$ cat src/rtl/ps2_host_tx.sv
// PS/2 host-to-device transmitter: inhibit, start bit, 8 data bits,
// odd parity and stop, then device ACK and bus-idle wait.
module ps2_host_tx #(
  parameter int CLK_INHIBIT = 3000,
  parameter int DATA_SETUP  = 25,
  parameter int TIMEOUT     = 375000,
  parameter int CNT_W       = 19
) (
  input  logic       clk25,
  input  logic       reset_in,
  input  logic [7:0] tx_data,
  input  logic       tx_start,
  input  logic       ps2_clk_i,
  input  logic       ps2_data_i,
  output logic       ps2_clk_oe,
  output logic       ps2_data_oe,
  output logic       busy,
  output logic       done,
  output logic       err
);

  localparam logic [CNT_W-1:0] INH_LAST =
    CNT_W'(CLK_INHIBIT - 1);
  localparam logic [CNT_W-1:0] SETUP_LAST =
    CNT_W'(DATA_SETUP - 1);
  localparam logic [CNT_W-1:0] TO_LAST =
    CNT_W'(TIMEOUT - 1);

  typedef enum logic [2:0] {
    S_IDLE,
    S_INHIBIT,
    S_START,
    S_BITS,
    S_ACK,
    S_WAIT_IDLE
  } state_t;

  state_t           state;
  state_t           state_nxt;
  logic [CNT_W-1:0] cnt;
  logic [CNT_W-1:0] cnt_nxt;
  logic [9:0]       frame;
  logic [9:0]       frame_nxt;
  logic [3:0]       idx;
  logic [3:0]       idx_nxt;
  logic             bit_oe;
  logic             bit_oe_nxt;
  logic             done_nxt;
  logic             err_nxt;

  logic clk_s1;
  logic clk_s2;
  logic clk_prev;
  logic data_s1;
  logic data_s2;
  logic fe;

  // Idle bus level is high, so the synchronizers reset to 1.
  always_ff @(posedge clk25) begin
    if (reset_in) begin
      clk_s1   <= 1'b1;
      clk_s2   <= 1'b1;
      clk_prev <= 1'b1;
      data_s1  <= 1'b1;
      data_s2  <= 1'b1;
    end else begin
      clk_s1   <= ps2_clk_i;
      clk_s2   <= clk_s1;
      clk_prev <= clk_s2;
      data_s1  <= ps2_data_i;
      data_s2  <= data_s1;
    end
  end

  assign fe = clk_prev & ~clk_s2;

  always_ff @(posedge clk25) begin
    if (reset_in) begin
      state  <= S_IDLE;
      cnt    <= '0;
      frame  <= '0;
      idx    <= '0;
      bit_oe <= 1'b0;
      done   <= 1'b0;
      err    <= 1'b0;
    end else begin
      state  <= state_nxt;
      cnt    <= cnt_nxt;
      frame  <= frame_nxt;
      idx    <= idx_nxt;
      bit_oe <= bit_oe_nxt;
      done   <= done_nxt;
      err    <= err_nxt;
    end
  end

  always_comb begin
    state_nxt  = state;
    cnt_nxt    = cnt;
    frame_nxt  = frame;
    idx_nxt    = idx;
    bit_oe_nxt = bit_oe;
    done_nxt   = 1'b0;
    err_nxt    = 1'b0;
    unique case (state)
      S_IDLE: begin
        if (tx_start) begin
          frame_nxt = {1'b1, ~^tx_data, tx_data};
          cnt_nxt   = '0;
          state_nxt = S_INHIBIT;
        end
      end
      S_INHIBIT: begin
        if (cnt == INH_LAST) begin
          cnt_nxt   = '0;
          state_nxt = S_START;
        end else begin
          cnt_nxt = cnt + CNT_W'(1);
        end
      end
      S_START: begin
        if (cnt == SETUP_LAST) begin
          cnt_nxt    = '0;
          idx_nxt    = '0;
          bit_oe_nxt = 1'b1;
          state_nxt  = S_BITS;
        end else begin
          cnt_nxt = cnt + CNT_W'(1);
        end
      end
      S_BITS: begin
        // frame shifts right so bit 0 is always the next to send
        if (fe) begin
          bit_oe_nxt = ~frame[0];
          frame_nxt  = {1'b0, frame[9:1]};
          idx_nxt    = idx + 4'd1;
          cnt_nxt    = '0;
          if (idx == 4'd9) begin
            state_nxt = S_ACK;
          end
        end else if (cnt == TO_LAST) begin
          cnt_nxt   = '0;
          err_nxt   = 1'b1;
          state_nxt = S_IDLE;
        end else begin
          cnt_nxt = cnt + CNT_W'(1);
        end
      end
      S_ACK: begin
        if (fe) begin
          cnt_nxt = '0;
          if (!data_s2) begin
            state_nxt = S_WAIT_IDLE;
          end else begin
            err_nxt   = 1'b1;
            state_nxt = S_IDLE;
          end
        end else if (cnt == TO_LAST) begin
          cnt_nxt   = '0;
          err_nxt   = 1'b1;
          state_nxt = S_IDLE;
        end else begin
          cnt_nxt = cnt + CNT_W'(1);
        end
      end
      S_WAIT_IDLE: begin
        if (clk_s2 && data_s2) begin
          cnt_nxt   = '0;
          done_nxt  = 1'b1;
          state_nxt = S_IDLE;
        end else if (cnt == TO_LAST) begin
          cnt_nxt   = '0;
          err_nxt   = 1'b1;
          state_nxt = S_IDLE;
        end else begin
          cnt_nxt = cnt + CNT_W'(1);
        end
      end
      default: begin
        state_nxt = S_IDLE;
      end
    endcase
  end

  assign busy        = (state != S_IDLE);
  assign ps2_clk_oe  = (state == S_INHIBIT) ||
                       (state == S_START);
  assign ps2_data_oe = (state == S_START) ||
                       ((state == S_BITS) && bit_oe);

endmodule

$ cat config.mk
export PLATFORM = sky130hd
export DESIGN_NAME = ps2_host_tx
export DESIGN_NICKNAME = d
export VERILOG_FILES = /design/src/rtl/ps2_host_tx.sv
export SDC_FILE = /design/constraint.sdc
export NUM_CORES = 1
export LEC_CHECK = 0
export ABC_AREA = 1
export BUFFER_PORTS_ARGS = -buffer_cell sky130_fd_sc_hd__buf_2
export CAP_MARGIN = 10
export CORE_UTILIZATION = 55
export DETAILED_ROUTE_END_ITERATION = 12
export GPL_ROUTABILITY_DRIVEN = 0
export GPL_TIMING_DRIVEN = 0
export PLACE_DENSITY = 0.74
export SYNTH_ARGS = -nofsm -noshare
export SYNTH_HDL_FRONTEND = slang
export SYNTH_SLANG_ARGS = --single-unit
$ cat constraint.sdc
create_clock -name clk25 -period 1.8 [get_ports clk25]
set_input_delay 0.18 -clock clk25 [delete_from_list [all_inputs] [get_ports clk25]]
set_output_delay 0.18 -clock clk25 [all_outputs]
set_load 0.01 [all_outputs]
# Word-level counts from Yosys, hierarchy flattened
# Index checks and enable logic that the tools add are counted.
# W data, S select, Z words.
[totals]
reg_bits = 44
latch_bits = 0
ramBits = 0
rom_bits = 0
in_bits = 13
n_memories = 0
[classes]
add_sub_neg = 2
mul = 0
div_mod_pow = 0
order_cmp = 0
n_eq_ne = 14
shift = 0
muxes = 33
bitwise_logic = 4
reduce_logical = 16
[ops]
columns = ["operator", "n"]
rows = [
  ["$mux W19", 6],
  ["$pmux W19 S5", 1],
  ["$mux W3", 9],
  ["$mux W10", 2],
  ["$pmux W10 S2", 1],
  ["$add A19 B1 Y19 const B", 1],
  ["$eq A19 B12 Y1 const B", 1],
  ["$eq A19 B19 Y1 const B", 1],
  ["$eq A19 B5 Y1 const B", 1],
  ["$pmux W3 S6", 1],
  ["$mux W1", 8],
  ["$mux W4", 2],
  ["$ne A2 B2 Y1 const B", 4],
  ["$pmux W4 S2", 1],
  ["$reduce_xnor A8 Y1", 1],
  ["$eq A3 B2 Y1 const B", 2],
  ["$eq A3 B3 Y1 const B", 2],
  ["$reduce_and A3 Y1", 2],
  ["$reduce_bool A5 Y1", 1],
  ["$add A4 B1 Y4 const B", 1],
  ["$eq A4 B4 Y1 const B", 1],
  ["$reduce_and A4 Y1", 1],
  ["$reduce_bool A2 Y1", 2],
  ["$reduce_or A2 Y1", 2],
  ["11 further kinds", 15],
]

# Depth between registers and ports, before layout
# Gate-level depths: netlist of the first run.
[depth]
ltp_word = 4
depth_mapped = 12
depth_no_buf = 11

# Worst setup path after synthesis of the first run
# Ideal clock, no wire load.
[synth_timing]
kind = "reg2reg"
startpoint = "register cnt[1]"
endpoint = "register cnt[11]"
setup_time_ns = 0.123
t_arrival_ns = 1.431
path_slack_ns = 0.246
stages_incl_launch_ff = 9
n_path_buf = 0
synth_period_minus_slack_ns = 1.554
path_cell_list = "dfxtp_1 > ha_1 > nand2_1 > nor2_1 > nand3_1 > nand2_4 > nand3_4 > o21ai_4 > nor2_1"
[synth_between]
elab_chain_len = 4
elab_cells_between_ends = 10
[synth_rtl]
columns = ["item", "line_no", "text"]
rows = [
  ["start, declared", "40", "logic [CNT_W-1:0] cnt;"],
  ["start signal, assigned", "88", "cnt <= cnt_nxt;"],
  ["$add A19 B1 Y19 or $eq A19 B19 Y1 (tied branches)", "-", ""],
  ["$mux W19", "141, 158, 171", ""],
  ["$mux W19, on equally long branches", "167, 150", ""],
  ["$pmux W19 S5 *", "105", "unique case (state)"],
]
# Every way passes the cells marked *; elsewhere a longest branch is shown, timed or not.
# A chain may end at the register's enable or synchronous reset.

# Final worst setup path of the first run
[layout_timing]
startpoint = "register cnt[1]"
endpoint = "register cnt[8]"
# The elaborated chain is that of the path after synthesis.

==> results by group, run 1 <==
Outcome
  • Outcome: completed

STA
  • Final Hold Fails: 0
  • Min setup slack post-route: just over 0.07 ns
  • Max frequency: about 580 MHz
  • Worst hold slack: about 0.064 ns
  • Pins over their slew limit: 0
  • Slew @ Worst Pin: between 0.7 and 0.8 ns
  • RSZ-0062 raised after global routing: false
  • Setup Skew: between 0.003 and 0.004 ns
  • Max_slew headroom: between 50% and 60%
  • Crit path time final: roughly 1.7 ns
  • Final setup fails: 0
  • Fin crit share: 96.0%

Route
  • Initial DRC Count: 212
  • Total routed wirelength: approximately 5500 um
  • Post-DRT Antenna Nets: 0
  • Drc violations: 0
  • Vias per cell: about 5.3
  • Routed vias: between 2000 and 2500
  • DR pass1 iterations: 7
  • Wirelength per Cell: between 10 and 15 um

Logic synthesis
  • EDFF count, synth: 0
  • Syn nets: 387
  • Most common library cells after synthesis: 92 x nand2_1, 53 x nor2_1, 44 x dfxtp_1
  • Synth Instances: 370
  • Post-Synth XOR/XNOR Area: 5.64%
  • Post-synthesis adder-cell area fraction: about 2.0%
  • Simple-Gate Fraction of Synth Area: 36.6%
  • Yosys top cell area share: 35.5%
  • Mux share of post-synthesis cell area: 0%
  • Largest family of logic cells by synthesized area: simple AND/OR/NAND/NOR gates
  • Area leader, netlist: dfxtp_1
  • Top cells by area, synth: dfxtp_1 35%, nand2_1 14%, nor2_1 8.0%, inv_1 5.6%, nand3_1 4.0%
  • Register bit total from synthesis: 44
  • Async SR Flop Fraction: 0%
  • Syn avg cell area: between 6 and 7 sq um
  • Post-Syn Area: approximately 2500 sq um
  • Main synth FF type: dfxtp_1
  • Sequential area share after synthesis: a little over a third
  • Most frequent cell after synthesis: nand2_1
  • Post-synth cell types: 36
  • YS warnings: 0
  • Post-synthesis compound-gate area fraction: 12.2%

Floorplanning
  • Starting Density: a little under three fifths
  • Chip width: 69.2 um
  • Io pins: 18
  • DIE AREA: 4790 sq um
  • Area of the core: between 4000 and 5000 sq um
  • Die H: a little under 70 um
  • Rows: 24

Clocking
  • Clk_lat worst skew: 0.29 ns
  • Clk sink count: 44
  • CTS HTree Levels: 2
  • Root Driver: clkbuf_8
  • Inserted Clock Buffers: 5
  • Worst-path clk slew: 0.08 ns
  • CTS tree: yes
  • CTS Buffer Depth: 2
  • Hold buffers post-CTS: 0

Critical path
  • CP Capture Type: flop
  • Critical Path AT: roughly 1.9 ns
  • Crit-path max FO: 6
  • Kind of critical path: reg -> reg
  • Crit path required time: 1.99 ns
  • CP Launch Type: flop

Cells and area
  • Layout cell share with drive strength beyond 1: about a fifth
  • Ant diodes: 0
  • Area Growth Syn to Fin: 12.7%
  • Number of nets in the layout: ~420

Job
  • Max-Cap Viols: 0

Placed design
  • DP HPWL: 3920 um
  • Port bufs: 17
  • Pre-CTS WS: -0.145 ns

Worst hold path
  • Hold/Removal Path Class: in -> reg

Power and ir drop
  • LEAKAGE: 1.22 nW
  • Power Dens Cells: roughly 1100 nW/um^2
  • Worst vdd ir: just over 1000 uV

Global route
  • First-pass GRT wire length: about 9000 um
  • Vias in the first global route: approximately 2100
  • GRT overflow: 0
  • Initial antenna violation count: 0
  • Total track usage: between 20 and 25%
  • Largest net degree at the start of global routing: 13
## through the flow
step                power (mW)  utilization, %  TNS (ns)  cell area, sq um  std cells
global route              3.45            64.3         0              2800        451
CTS                       3.15            62.9         0              2740        447
global placement          2.50            60.5    -0.881              2630        439
floorplan                 2.22               -         0              2480        370
finish                    3.22            64.3         0              2800        451
detailed placement        2.52            60.5     -1.08              2630        439
## worst paths after layout
| check | startpoint | end | slack, ns | cells after the start |
|---|---|---|---|---|
| max | cnt[1]$_SDFFE_PP0P_ | cnt[8]$_SDFFE_PP0P_ | 0.07 | 11 |
| min | ps2_clk_i | clk_s1$_SDFF_PP1_ | 0.06 | 2 |
| max reg2reg | cnt[1]$_SDFFE_PP0P_ | cnt[8]$_SDFFE_PP0P_ | 0.07 | 11 |
| min reg2reg | clk_s1$_SDFF_PP1_ | clk_s2$_SDFF_PP1_ | 0.41 | 1 |
## registers in the layout (all words and copies together), names as in the netlist
register  cells
cnt          19
frame        10
idx           4
state         3
bit_oe        1
clk_prev      1
clk_s1        1
clk_s2        1
data_s1       1
data_s2       1
done          1
err           1
## layout make-up
class / count / area [sq um]
Clock buffer: 6 / 72.6
Clock inverter: 1 / 5.00
Sequential cell: 44 / 891
Fill cell: 408 / 1550
Buffer: 8 / 43.8
Inverter: 42 / 158
Multi-Input combinational cell: 277 / 1450
Tap cell: 52 / 65.1
Timing Repair Buffer: 21 / 113
## power by group
part / switching, mW / leakage [nW] / internal (mW) / total [mW]
combinational: 0.884 / 0.819 / 0.481 / 1.36
clock: 0.320 / 0.0410 / 0.264 / 0.585
sequential: 0.126 / 0.362 / 1.14 / 1.27
total: 1.33 / 1.22 / 1.89 / 3.22
## repair_timing
action,4_1_cts,5_1_grt
setup endpoints to repair,12,21
setup buffers,0,4
pin swaps,1,4
hold endpoints to repair,0,0
gates cloned,1,0
gates resized for setup,5,14
## worst max-delay path, stage by stage (launching register included)
cell and delay (ns):
dfxtp_2 0.39, ha_4 0.17, nand2_1 0.09, nor2_2 0.19, nand3_2 0.15, nand2_4 0.12, nand3_4 0.14, buf_2 0.19
nand2_1 0.06, nand2_1 0.04, nand2_1 0.05, nor2_1 0.04
## cell families after synthesis
family	count (synthesis)
simple gates	204
compound gates	52
buf+inv	50
flops	44
xor+xnor	16
fa+ha+maj	4
## layer usage
layer	track usage, %	up-vias	wire length [um]
met4	5.67	0	93
met1	29.1	1062	2450
met2	39.9	77	2630
met3	4.36	13	292
met5	0	-	0
li1	-	1242	-
## layout by cell type (no fill, tap or decap), drive strengths merged
cell    Yosys  final
nand2     102    102
nor2       56     56
dfxtp      44     44
inv        42     42
buf         3     24
o21ai      22     23
nand3      22     22
a21oi      15     15
clkbuf      5     11
xor2       10     10
a31oi       9      9
nor3        9      9
or2         7      7
xnor2       6      6
nand4       5      5
ha          4      4
o211ai      2      2
o21bai      2      2
a31o        1      1
o21a        1      1
nor3b       1      1
nor4        1      1
nand3b      1      1
clkinv      0      1
No activity file was read; power rests on OpenSTA's default activity.
==> run 2, diff against run 1 <==
Clock period 1.8 ns to 1.9 ns, I/O delays scaled along.
==> run 2 against run 1 <==
Core utilization shrank 1.3 points. Critical endpoint is now cnt[16]$_SDFFE_PP0P_. Sequential cell count did not move. Largest cell class unchanged. Register-to-register slack improved by 0.03 ns. Final area down 2.0%. Die area stayed put.
==> results by group, run 2 (synthesis results as in run 1) <==
Outcome
  • Outcome: completed

Global route
  • Total track usage: 22.7% (-0.28 points)
  • Vias in the first global route: 2089 (-0.62%)
  • Largest net degree at the start of global routing: 13 (unchanged)
  • Initial antenna violation count: 0 (unchanged)
  • First-pass GRT wire length: 8890 um (-0.99%)
  • GRT overflow: 0 (unchanged)

Clocking
  • Clk_lat worst skew: 0.29 ns (about the same)
  • Root Driver: clkbuf_8
  • Clk sink count: 44 (unchanged)
  • Worst-path clk slew: 0.08 ns (about the same)
  • CTS HTree Levels: 2 (unchanged)
  • Inserted Clock Buffers: 5 (unchanged)
  • CTS Buffer Depth: 2 (unchanged)
  • Hold buffers post-CTS: 0 (unchanged)
  • CTS tree: yes
  • Postcts setup bufs: 0 (unchanged)

Route
  • Vias per cell: 5.21 (-1.8%)
  • WL met2: 2530 um (-3.6%)
  • Routed wl met3: 235 um (-20%)
  • Post-DRT Antenna Nets: 0 (unchanged)
  • Drc violations: 0 (unchanged)
  • Routed vias: 2329 (-2.7%)
  • DR pass1 iterations: 4 (-3)
  • Wl on met1: 2430 um (-0.69%)
  • Initial DRC Count: 211 (-0.47%)
  • Wirelength per Cell: 11.8 um (-3.0%)
  • Total routed wirelength: 5260 um (-3.8%)
  • DR top layer: met4

STA
  • Fin crit share: 94.9% (-1.1 points)
  • Final setup fails: 0 (unchanged)
  • Pins over their slew limit: 0 (unchanged)
  • Slew @ Worst Pin: 0.703 ns (-0.0161 ns)
  • Crit path time final: 1.80 ns (+0.0746 ns)
  • Max_slew headroom: 53.1% (+1.1 points)
  • Setup TNS: 0 ns (unchanged)
  • Max frequency: 555 MHz (-4.1%)
  • Setup Skew: 0.00505 ns (+0.00119 ns)
  • Final Hold Fails: 0 (unchanged)

Worst hold path
  • Hold Path End: clk_s1$_SDFF_PP1_
  • HP Start: ps2_clk_i
  • Hold/Removal Path Class: in -> reg
  • Hold Crit Depth: 2 (unchanged)

Floorplanning
  • Die H: 69.2 um (unchanged)
  • DIE AREA: 4790 sq um (unchanged)
  • Chip width: 69.2 um (unchanged)
  • Area of the core: 4350 sq um (unchanged)
  • Starting Density: 57.0% (unchanged)
  • Rows: 24 (unchanged)
  • Io pins: 18 (unchanged)

Cells and area
  • Number of nets in the layout: 412 (-0.96%)
  • Largest register FFs: 19 (unchanged)
  • Most frequent cells in the layout: 92 x nand2_1, 52 x nor2_1, 43 x dfxtp_1, 37 x inv_1, 19 x nand3_1
  • Multi-input gate area: 1430 sq um (-1.3%)
  • Layout cell share with drive strength beyond 1: 15.7% (-3.4 points)
  • Storage element area: 882 sq um (-0.98%)
  • # fillers: 423 (+3.7%)
  • Post-layout util: 63.0% (-1.3 points)
  • Biggest regs: cnt: 19 flops, frame: 10 flops, idx: 4 flops
  • Biggest register: cnt
  • Ant diodes: 0 (unchanged)
  • Area Growth Syn to Fin: 10.5%
  • Commonest non-fill, non-tap cell in the layout: nand2_1

Power and ir drop
  • Worst vdd ir: 974 uV (-6.3%)
  • LEAKAGE: 1.20 nW (-1.8%)
  • Power Dens Cells: 1080 nW/um^2 (-5.8%)
  • Overall power: 2.97 mW (-7.6%)

Critical path
  • CP Launch Type: flop
  • Critical Path AT: 1.99 ns (+0.07 ns)
  • R2R Path End: cnt[16]$_SDFFE_PP0P_
  • Worst r2r src: cnt[1]$_SDFFE_PP0P_
  • Crit path required time: 2.09 ns (+0.10 ns)
  • CP Capture Type: flop
  • Setup slack, reg-to-reg: 0.1 ns (+0.03 ns)
  • Crit-path max FO: 9 (+3)
  • FF-to-FF path depth: 8 (-3)
  • Kind of critical path: reg -> reg

Placed design
  • Port bufs: 17 (unchanged)
  • DP HPWL: 3920 um (unchanged)

Job
  • Max-Cap Viols: 0 (unchanged)
==> run 2: changes by cell type in the layout (fill, tap and decap cells not counted), sizes merged <==
cell	previous run	this run
buf	24	20
==> run 2: what timing repair did <==
action | in CTS | in global routing
hold endpoints to repair | 0 | 0
pin swaps | 1 | 0
cloned | 1 | 0
gates resized for setup | 1 | 7
setup endpoints to repair | 10 | 15
==> run 2: how the worst max path moves through the flow <==
| stage | startpoint | endpoint | slack [ns] | cells past startpoint |
|---|---|---|---|---|
| floorplan | cnt[1]$_SDFFE_PP0P_ | cnt[11]$_SDFFE_PP0P_ | 0.35 | 8 |
| global placement | cnt[1]$_SDFFE_PP0P_ | cnt[16]$_SDFFE_PP0P_ | -0.002 | 8 |
| CTS | cnt[1]$_SDFFE_PP0P_ | cnt[4]$_SDFFE_PP0P_ | 0.05 | 8 |
| detailed placement | cnt[1]$_SDFFE_PP0P_ | cnt[16]$_SDFFE_PP0P_ | -0.05 | 8 |
| finish | cnt[1]$_SDFFE_PP0P_ | cnt[16]$_SDFFE_PP0P_ | 0.1 | 8 |
| global route | cnt[1]$_SDFFE_PP0P_ | cnt[16]$_SDFFE_PP0P_ | -0.007 | 8 |
==> run 2: critical path, stage by stage, from the launching register on <==
cell and delay (ns):
dfxtp_1 0.39, ha_2 0.25, nand2_1 0.10, nor2_2 0.16, nand3_2 0.17, nand2_4 0.12, nand3_4 0.15, o21ai_4 0.27
nor2_1 0.08
==> run 2: layout make-up <==
| cell class | instances | area share, % |
|---|---|---|
| Timing Repair Buffer | 17 | 3.10 |
| Inverter | 42 | 5.74 |
| Clock buffer | 6 | 2.64 |
| Buffer | 8 | 1.60 |
| Clock inverter | 1 | 0.182 |
| Multi-Input combinational cell | 277 | 52.2 |
| Tap cell | 52 | 2.37 |
| Sequential cell | 44 | 32.1 |
==> run 2: where the power goes <==
group          total, mW  leakage [nW]  internal [mW]  switching [mW]
Combinational       1.23         0.801          0.423           0.809
Sequential          1.19         0.359           1.08           0.113
Clock              0.554        0.0410          0.250           0.304
Total               2.97          1.20           1.75            1.22
==> run 2: metal layers <==
metal,vias to the layer above,GRT usage [%]
met5,-,0
met4,0,5.67
met3,7,4.36
met2,51,38.8
met1,1042,29.2
li1,1229,-
==> run 2: metrics by stage <==
step	std cells	worst slack, ns	hold WS [ns]	instance area [sq um]
floorplan	370	0.346	0.294	2480
global placement	439	-0.00211	0.373	2630
detailed placement	439	-0.0452	0.376	2630
CTS	447	0.0508	0.0685	2730
global route	447	-0.00663	0.0716	2750
finish	447	0.0970	0.0750	2750
